File: config.mk
export PLATFORM = sky130hd
export DESIGN_NAME = bump_reflex_ctl
export DESIGN_NICKNAME = d
export VERILOG_FILES = /design/src/rtl/fpga_robot_pkg.sv /design/src/rtl/bump_sync.sv /design/src/rtl/bump_reflex_ctl.sv
export SDC_FILE = /design/constraint.sdc
export NUM_CORES = 1
export LEC_CHECK = 0
export ABC_AREA = 1
export BUFFER_PORTS_ARGS = -buffer_cell sky130_fd_sc_hd__buf_2
export CELL_PAD_IN_SITES_DETAIL_PLACEMENT = 0
export CELL_PAD_IN_SITES_GLOBAL_PLACEMENT = 2
export CORE_AREA = 3 3 110 91
export CTS_BUF_LIST = sky130_fd_sc_hd__clkbuf_16
export DETAILED_ROUTE_END_ITERATION = 8
export DIE_AREA = 0 0 113 94
export PLACE_DENSITY_LB_ADDON = 0.08
export SYNTH_ARGS = -nofsm -noshare
export SYNTH_HDL_FRONTEND = slang
export SYNTH_SLANG_ARGS = --single-unit
File: constraint.sdc
create_clock -name WF_CLK -period 4.4 [get_ports WF_CLK]
set_clock_uncertainty 0.05 [all_clocks]
set_input_delay 0.22 -clock WF_CLK [delete_from_list [all_inputs] [get_ports WF_CLK]]
set_output_delay 0.22 -clock WF_CLK [all_outputs]
set_load 0.05 [all_outputs]
File: src/rtl/fpga_robot_pkg.sv
// Shared robot-controller types: FSM state encoding, command-byte field positions,
// the all-off motor command and a helper that builds an enabled motor command.
package fpga_robot_pkg;

    typedef enum logic [1:0] {
        DRIVE  = 2'd0,
        STOP   = 2'd1,
        BACKUP = 2'd2,
        TURN   = 2'd3
    } state_t;

    localparam int CMD_VLD_BIT  = 7;
    localparam int CMD_SIDE_BIT = 6;
    localparam int CMD_DIR_BIT  = 5;
    localparam int CMD_SPD_MSB  = 4;
    localparam int CMD_SPD_LSB  = 0;

    localparam logic [7:0] REST = 8'h00;

    // Reflex timer width; covers the largest default interval (12M cycles).
    localparam int CNT_W = 24;

    function automatic logic [7:0] motor_cmd(input logic dir, input logic [4:0] spd);
        return {2'b01, dir, spd};
    endfunction

endpackage

File: src/rtl/bump_sync.sv
// Two-flop synchroniser for the raw bumper switches, OR-reduced per side.
// Hit outputs lag the raw switches by two clock edges.
module bump_sync (
    input  logic       i_clk,
    input  logic       i_rst,
    input  logic [5:0] i_bump,
    output logic       o_hit_l,
    output logic       o_hit_r
);

    logic [5:0] r_s1;
    logic [5:0] r_s2;

    always_ff @(posedge i_clk) begin
        if (i_rst) begin
            r_s1 <= '0;
            r_s2 <= '0;
        end else begin
            r_s1 <= i_bump;
            r_s2 <= r_s1;
        end
    end

    assign o_hit_l = |r_s2[2:0];
    assign o_hit_r = |r_s2[5:3];

endmodule

File: src/rtl/bump_reflex_ctl.sv
// Motor command register with bump reflex (stop, reverse, spin away); raw bump to STOP in 3 edges.
// Optional command watchdog enabled by defining WATCHDOG_EN; commands are dropped outside DRIVE.
module bump_reflex_ctl
    import fpga_robot_pkg::*;
#(
    parameter int unsigned STOP_CYC = 1200000,
    parameter int unsigned BACK_CYC = 6000000,
    parameter int unsigned TURN_CYC = 4800000,
    parameter logic [4:0]  BACK_SPD = 5'd12,
    parameter logic [4:0]  TURN_SPD = 5'd10,
    parameter int unsigned WDOG_CYC = 12000000
) (
    input  logic       WF_CLK,
    input  logic       rst,
    input  logic [7:0] rx_data,
    input  logic       rx_strobe,
    input  logic [5:0] bump,
    output logic [7:0] left_cmd,
    output logic [7:0] right_cmd,
    output logic [1:0] state,
    output logic       wdog_trip
);

    localparam logic [CNT_W-1:0] STOP_LD = CNT_W'(STOP_CYC - 1);
    localparam logic [CNT_W-1:0] BACK_LD = CNT_W'(BACK_CYC - 1);
    localparam logic [CNT_W-1:0] TURN_LD = CNT_W'(TURN_CYC - 1);

    logic             w_hit_l;
    logic             w_hit_r;
    logic             w_hit;
    logic             w_spin_right_nxt;
    logic             w_cmd_vld;
    logic [7:0]       w_rx_cmd;
    logic [7:0]       w_back;
    logic [7:0]       w_turn_l;
    logic [7:0]       w_turn_r;
    logic             w_wdog_fire;

    state_t           r_state;
    logic [CNT_W-1:0] r_cnt;
    logic [7:0]       r_left;
    logic [7:0]       r_right;
    logic             r_spin_right;

    bump_sync u_bump_sync (
        .i_clk   (WF_CLK),
        .i_rst   (rst),
        .i_bump  (bump),
        .o_hit_l (w_hit_l),
        .o_hit_r (w_hit_r)
    );

    assign w_hit            = w_hit_l | w_hit_r;
    // Left-only or both sides spin right; only a right-only hit spins left.
    assign w_spin_right_nxt = w_hit_l | ~w_hit_r;
    assign w_cmd_vld        = rx_strobe & rx_data[CMD_VLD_BIT];
    assign w_rx_cmd         = motor_cmd(rx_data[CMD_DIR_BIT], rx_data[CMD_SPD_MSB:CMD_SPD_LSB]);
    assign w_back           = motor_cmd(1'b0, BACK_SPD);
    assign w_turn_l         = motor_cmd(r_spin_right, TURN_SPD);
    assign w_turn_r         = motor_cmd(~r_spin_right, TURN_SPD);

    always_ff @(posedge WF_CLK) begin
        if (rst) begin
            r_state      <= DRIVE;
            r_cnt        <= '0;
            r_left       <= REST;
            r_right      <= REST;
            r_spin_right <= 1'b1;
        end else begin
            case (r_state)
                DRIVE: begin
                    if (w_hit) begin
                        r_state      <= STOP;
                        r_cnt        <= STOP_LD;
                        r_left       <= REST;
                        r_right      <= REST;
                        r_spin_right <= w_spin_right_nxt;
                    end else if (w_wdog_fire) begin
                        r_left  <= REST;
                        r_right <= REST;
                    end else if (w_cmd_vld) begin
                        if (rx_data[CMD_SIDE_BIT]) begin
                            r_right <= w_rx_cmd;
                        end else begin
                            r_left  <= w_rx_cmd;
                        end
                    end
                end
                STOP: begin
                    if (r_cnt == '0) begin
                        r_state <= BACKUP;
                        r_cnt   <= BACK_LD;
                        r_left  <= w_back;
                        r_right <= w_back;
                    end else begin
                        r_cnt <= r_cnt - 1'b1;
                    end
                end
                BACKUP: begin
                    if (r_cnt == '0) begin
                        r_state <= TURN;
                        r_cnt   <= TURN_LD;
                        r_left  <= w_turn_l;
                        r_right <= w_turn_r;
                    end else begin
                        r_cnt <= r_cnt - 1'b1;
                    end
                end
                TURN: begin
                    // A bump still present (or new) while spinning restarts the whole reflex.
                    if (w_hit) begin
                        r_state      <= STOP;
                        r_cnt        <= STOP_LD;
                        r_left       <= REST;
                        r_right      <= REST;
                        r_spin_right <= w_spin_right_nxt;
                    end else if (r_cnt == '0) begin
                        r_state <= DRIVE;
                        r_cnt   <= '0;
                        r_left  <= REST;
                        r_right <= REST;
                    end else begin
                        r_cnt <= r_cnt - 1'b1;
                    end
                end
                default: begin
                    r_state <= DRIVE;
                    r_cnt   <= '0;
                    r_left  <= REST;
                    r_right <= REST;
                end
            endcase
        end
    end

`ifdef WATCHDOG_EN
    localparam logic [CNT_W-1:0] WDOG_TOP = CNT_W'(WDOG_CYC - 1);
    localparam logic [CNT_W-1:0] WDOG_PRE = CNT_W'(WDOG_CYC - 2);

    logic [CNT_W-1:0] r_wdog;
    logic             r_wdog_trip;

    // Fires on the edge where the counter reaches its terminal value; it then saturates
    // so a silent host sees exactly one trip until the next valid command.
    assign w_wdog_fire = (r_state == DRIVE) && !w_cmd_vld && (r_wdog == WDOG_PRE);

    always_ff @(posedge WF_CLK) begin
        if (rst) begin
            r_wdog      <= '0;
            r_wdog_trip <= 1'b0;
        end else begin
            r_wdog_trip <= w_wdog_fire;
            if ((r_state != DRIVE) || w_cmd_vld) begin
                r_wdog <= '0;
            end else if (r_wdog != WDOG_TOP) begin
                r_wdog <= r_wdog + 1'b1;
            end
        end
    end

    assign wdog_trip = r_wdog_trip;
`else
    logic [31:0] w_unused_wdog;
    assign w_unused_wdog = WDOG_CYC;
    assign w_wdog_fire   = 1'b0;
    assign wdog_trip     = 1'b0;
`endif

    assign left_cmd  = r_left;
    assign right_cmd = r_right;
    assign state     = r_state;

endmodule
---- Yosys cells after proc, flatten, opt, wreduce, memory -nomap -nowiden ----
Cells that the tools add are included.
word-level totals
  logic and storage cells ................. 57
  bits in registers ....................... 55
  output and inout bits ................... 19
operators by class
  add/sub/neg operators ................... 1
  bitwise gates (word level) .............. 5
  reductions and logical operators ........ 9
  muxes and demuxes ....................... 25
  equal/unequal tests ..................... 10
operator list
  cell                                                 count
  two-way mux 24 bit                                   5
  one-hot mux 24 bit (4 select lines)                  1
  two-way mux 8 bit                                    11
  one-hot mux 8 bit (4 select lines)                   2
  logical NOT 24 bit                                   1
  subtractor 24 x 1 -> 24 bit, second input constant   1
  inequality test 3 bit, second input constant         4
  two-way mux 2 bit                                    5
  AND reduction 5 bit                                  2
  one-hot mux 2 bit (4 select lines)                   1
  inequality test 2 bit, second input constant         3
  OR reduction 3 bit                                   2
  equality test 2 bit, second input constant           2
  AND reduction 4 bit                                  1
  equality test 2 x 1 -> 1 bit, second input constant  1
  logical NOT 2 bit                                    1
  NOT 1 bit                                            2
  OR 1 bit                                             2
  AND reduction 2 bit                                  1
  OR reduction 2 bit                                   1
  bitwise AND 1 bit                                    1

---- Logic depth before layout (Yosys ltp) ----
  depth after elaboration ................. 4
  depth in mapped cells ................... 11

---- By module ----
Synthesis repeated with hierarchy kept, for this count alone.
second synthesis, totals
  cell total of the unflattened synthesis .. 414
  area, all modules ....................... 2,875.3 um^2
modules (own cells, without submodules)
  module           cells each  area each (um^2)  times used
  bump_reflex_ctl  371         2,511.2           1
  bump_sync        43          364.1             1

---- Least setup slack after synthesis ----
OpenSTA, ideal clock, no wires.
  path kind ............................... reg2reg
  start ................................... register r_state[0] (netlist: state[0])
  end ..................................... register r_left[6] (netlist: left_cmd[6])
  setup slack ............................. 2.392 ns
  data required time ...................... 4.239 ns
  arrival time ............................ 1.847 ns
  stages on the path, launching flop included .. 11
  buffers on the path ..................... 0
  setup time .............................. 0.111 ns
  cell sequence ........................... dfxtp_1 > inv_1 > ha_1 > nand2_1 > inv_2 > o21ai_1 > inv_1 > nor2_4 > nand2_1 > nand2_1 > nor2_1
on the way
  cells in the longest elaborated chain, start to end .. 3
ends and longest elaborated chain
  element                                                                          line                    RTL
  from (decl)                                                                      bump_reflex_ctl.sv:39   state_t r_state;
  from (signal assigned)                                                           bump_reflex_ctl.sv:64   r_state <= DRIVE;
  from (signal assigned)                                                           bump_reflex_ctl.sv:73   r_state <= STOP;
  from (signal assigned)                                                           bump_reflex_ctl.sv:91   r_state <= BACKUP;
  equality test 2 bit, or another cell as far along                                bump_reflex_ctl.sv:70   case (r_state)
  inequality test 3 bit (no line) / inequality test 2 bit (equally long branches)  --
  AND reduction 5 bit (no line)                                                    --
  to (signal assigned)                                                             bump_reflex_ctl.sv:85   r_left <= w_rx_cmd;
  to (signal assigned)                                                             bump_reflex_ctl.sv:93   r_left <= w_back;
  to (signal assigned)                                                             bump_reflex_ctl.sv:103  r_left <= w_turn_l;
  to (decl)                                                                        bump_reflex_ctl.sv:41   logic [7:0] r_left;
Several ways; a longest one is shown, not always the timed one.
A chain may end at the register's enable or synchronous reset.

---- Worst setup path after layout ----
  start ................................... register r_state[1] (netlist: state[1])
  end ..................................... register r_left[0] (netlist: left_cmd[0])
Same word-level chain as after synthesis.

==> results by group <==
Status
  • Outcome: completed

Clocking
  • Root buf cell: clkbuf_16
  • Setup repair bufs after CTS: 0
  • CTS Buf Count: 5
  • CTS Buffer Depth: 2
  • Clk sinks: 53
  • Worst-path clk slew: approximately 0.070 ns
  • Worst skew pair latency: 0.30 ns
  • TritonCTS clock tree: built
  • H-tree depth: 2
  • Post-CTS sizing: 0
  • # hold bufs at CTS: 0

Synthesis
  • Count of different cell masters after synthesis: 32
  • Yosys reg bits: 53
  • Post-synth top cells: 132 x nand2_1, 72 x nor2_1, 61 x inv_1
  • Most numerous cell in the Yosys netlist: nand2_1
  • Most used flip-flop cell after synthesis: dfxtp_1
  • Sequential-to-total area share from yosys stat: 0.353
  • Warnings from Yosys: 0
  • Yosys top cell area share: 0.353
  • Post-synth EDFFs: 0
  • Gate count after technology mapping: 471
  • Post-synth ARST share: 0
  • Synthesized cell area: roughly 0.003 mm^2
  • Avg Cell Area, Syn: 6.39 um^2
  • Largest cells by area after synthesis: dfxtp_1 35%, nand2_1 16%, nor2_1 9.0%
  • Leading area contributor after synthesis: dfxtp_1

Timing
  • Worst Setup Slack, final: 1.84 ns
  • Fmax: between 300 and 400 MHz
  • Worst slew margin: 0.459
  • Final Hold Vio Count: 0
  • Worst hold slack: 0.0687 ns
  • Unrepaired setup endpoints after global routing: no
  • Min cycle time layout: 2.56 ns
  • Tcrit/Tclk final: 0.581
  • Endpoints failing setup: 0
  • Max Slew Vio Count: 0
  • TNS Setup: 0 ns
  • Worst-Margin Slew: 0.810 ns

Placement
  • DP HPWL: around 6.6 mm
  • Placer Congestion: between 0.8 and 0.9
  • Post-place setup slack: 1.81 ns
  • PortBufs: 32
  • Post-Place Cells: 608

Setup path
  • Setup slack, reg-to-reg: 1.84 ns
  • RR Startpoint: state[1]$_SDFFE_PP0P_
  • CP endpoint: left_cmd[0]$_SDFFE_PP0P_
  • CP Launch Point: state[1]$_SDFFE_PP0P_
  • WS Path Type: register to register
  • Critical Path AT: 2.73 ns
  • Largest fanout on the critical path: 24
  • FF-to-FF End: left_cmd[0]$_SDFFE_PP0P_
  • Worst setup SP type: register
  • CP required: 4.57 ns
  • Crit path capture type: register
  • R2R cell count: 9

Power and ir drop
  • Sequential share of power: 0.289
  • Power Internal: between 1000 and 1500 uW
  • Power Density: approximately 710 mW/mm^2
  • Leak: 0.00166 uW
  • Logic gate share of total power: 0.543
  • Total design power: 2410 uW
  • Clock share of power: 0.168
  • Switching share of power: 0.519
  • Max VDD drop: 244 uV
  • NetSw: roughly 1300 uW

Die
  • Die Area: ~0.011 mm^2
  • Initial Utilization: 0.334
  • Die H: 94 um
  • Cell Rows: 31
  • Core box area: 0.00900 mm^2
  • Chip Width: 113 um
  • I/O pins: 36

Finish
  • # diodes: 0
  • Area taken by multi-input logic gates: between 0.0015 and 0.002 mm^2
  • Layout cell share with drive strength beyond 1: 0.116
  • Synth-to-layout area growth: 13.3%
  • Fin cells: 616
  • # fillers: 1013
  • FF+latch area: 0.00106 mm^2
  • Layout Nets: 522

Global routing
  • Global-route wire length before repair: 14.1 mm
  • GRT Residual Overflow: 0
  • Via count of the first global-routing pass: 2637
  • GRT Total Usage: 0.171
  • Pin count of the biggest net entering global routing: 39
  • Initial antenna violation count: 0

Detailed routing
  • DR WL/cell: 14.3 um
  • Routed wire length: ~8.8 mm
  • Drt initial violations: 248
  • DR vias/cell: 4.66
  • Antenna-violating nets left: 0
  • DR DRC count: 0
  • Drt pass-1 iters: 4
  • Via count: 2869

Min path
  • Hold Path Class: input port to register

Job
  • Max-cap viol count: 0
## worst min-delay path by stage
stage,startpoint,endpoint,cells past startpoint
3_5_place_dp,u_bump_sync.r_s1[5]$_SDFF_PP0_,u_bump_sync.r_s2[5]$_SDFF_PP0_,2
3_3_place_gp,u_bump_sync.r_s1[1]$_SDFF_PP0_,u_bump_sync.r_s2[1]$_SDFF_PP0_,2
2_1_floorplan,bump[0],u_bump_sync.r_s1[0]$_SDFF_PP0_,2
5_1_grt,bump[4],u_bump_sync.r_s1[4]$_SDFF_PP0_,3
6_report,bump[5],u_bump_sync.r_s1[5]$_SDFF_PP0_,3
4_1_cts,bump[2],u_bump_sync.r_s1[2]$_SDFF_PP0_,3
## critical path, cell delays in order (launching register included)
cell and delay (ns):
dfxtp_1 0.44, inv_1 0.10, ha_1 0.25, nand2_1 0.62, inv_2 0.30, o21ai_0 0.22, inv_1 0.12, nor2_4 0.18
nand2_1 0.07, a21oi_1 0.13
## power groups by stage
stage               registers [uW]  clock network, uW  logic [uW]
floorplan                      806                  0         865
global route                   712                440        1460
finish                         698                406        1310
CTS                            696                422        1310
detailed placement             707                  0        1300
global placement               708                  0        1330
## per-layer routing
layer  GRT usage  routed length [um]  vias up
met3      0.0309                 413       10
met5           0                   0        -
li1            -                   -     1523
met2       0.236                3440       58
met4      0.0480                 104        0
met1       0.266                4840     1278
## sequential cells by signal (all words and copies together), names as in the netlist
name / cells
r_cnt: 24
u_bump_sync.r_s2: 6
right_cmd: 7
r_spin_right: 1
u_bump_sync.r_s1: 6
state: 2
left_cmd: 7
## cells in the final DEF (no fill, tap or decap), drive strengths merged
master	n
a21oi	34
buf	32
clkbuf	5
clkinv	2
clkinvlp	1
conb	3
dfxtp	53
ha	5
inv	63
nand2	134
nand3	35
nand3b	2
nand4	6
nor2	80
nor3	4
o211ai	1
o21ai	25
o21bai	1
or2	2
xnor2	4
xor2	9
## cell type report
class                           count  share of cell area
Clock buffer                        5              0.0367
Clock inverter                      3             0.00624
Inverter                           63              0.0694
Multi-Input combinational cell    345               0.487
Sequential cell                    53               0.311
Tap cell                          115              0.0422
Timing Repair Buffer               32              0.0470
## cell families (layout without fill, tap and decap cells)
kind of cell	after synthesis	after routing	share of synthesized area
DFF	53	53	0.353
xor gates and xnor gates	13	13	0.0378
adders and majority gates	5	5	0.0208
AOI/OAI and AO/OA	61	61	0.107
and+or+nand+nor	263	263	0.383
other	1	3	0.00125
buffers and inverters	75	103	0.0977
## stage by stage
stage | cell area [um^2] | utilization
floorplan | 3020 | -
finish | 3410 | 0.379
CTS | 3410 | 0.379
detailed placement | 3260 | 0.363
global placement | 3260 | 0.363
global route | 3410 | 0.379
Power figures use the tool's default switching activity.
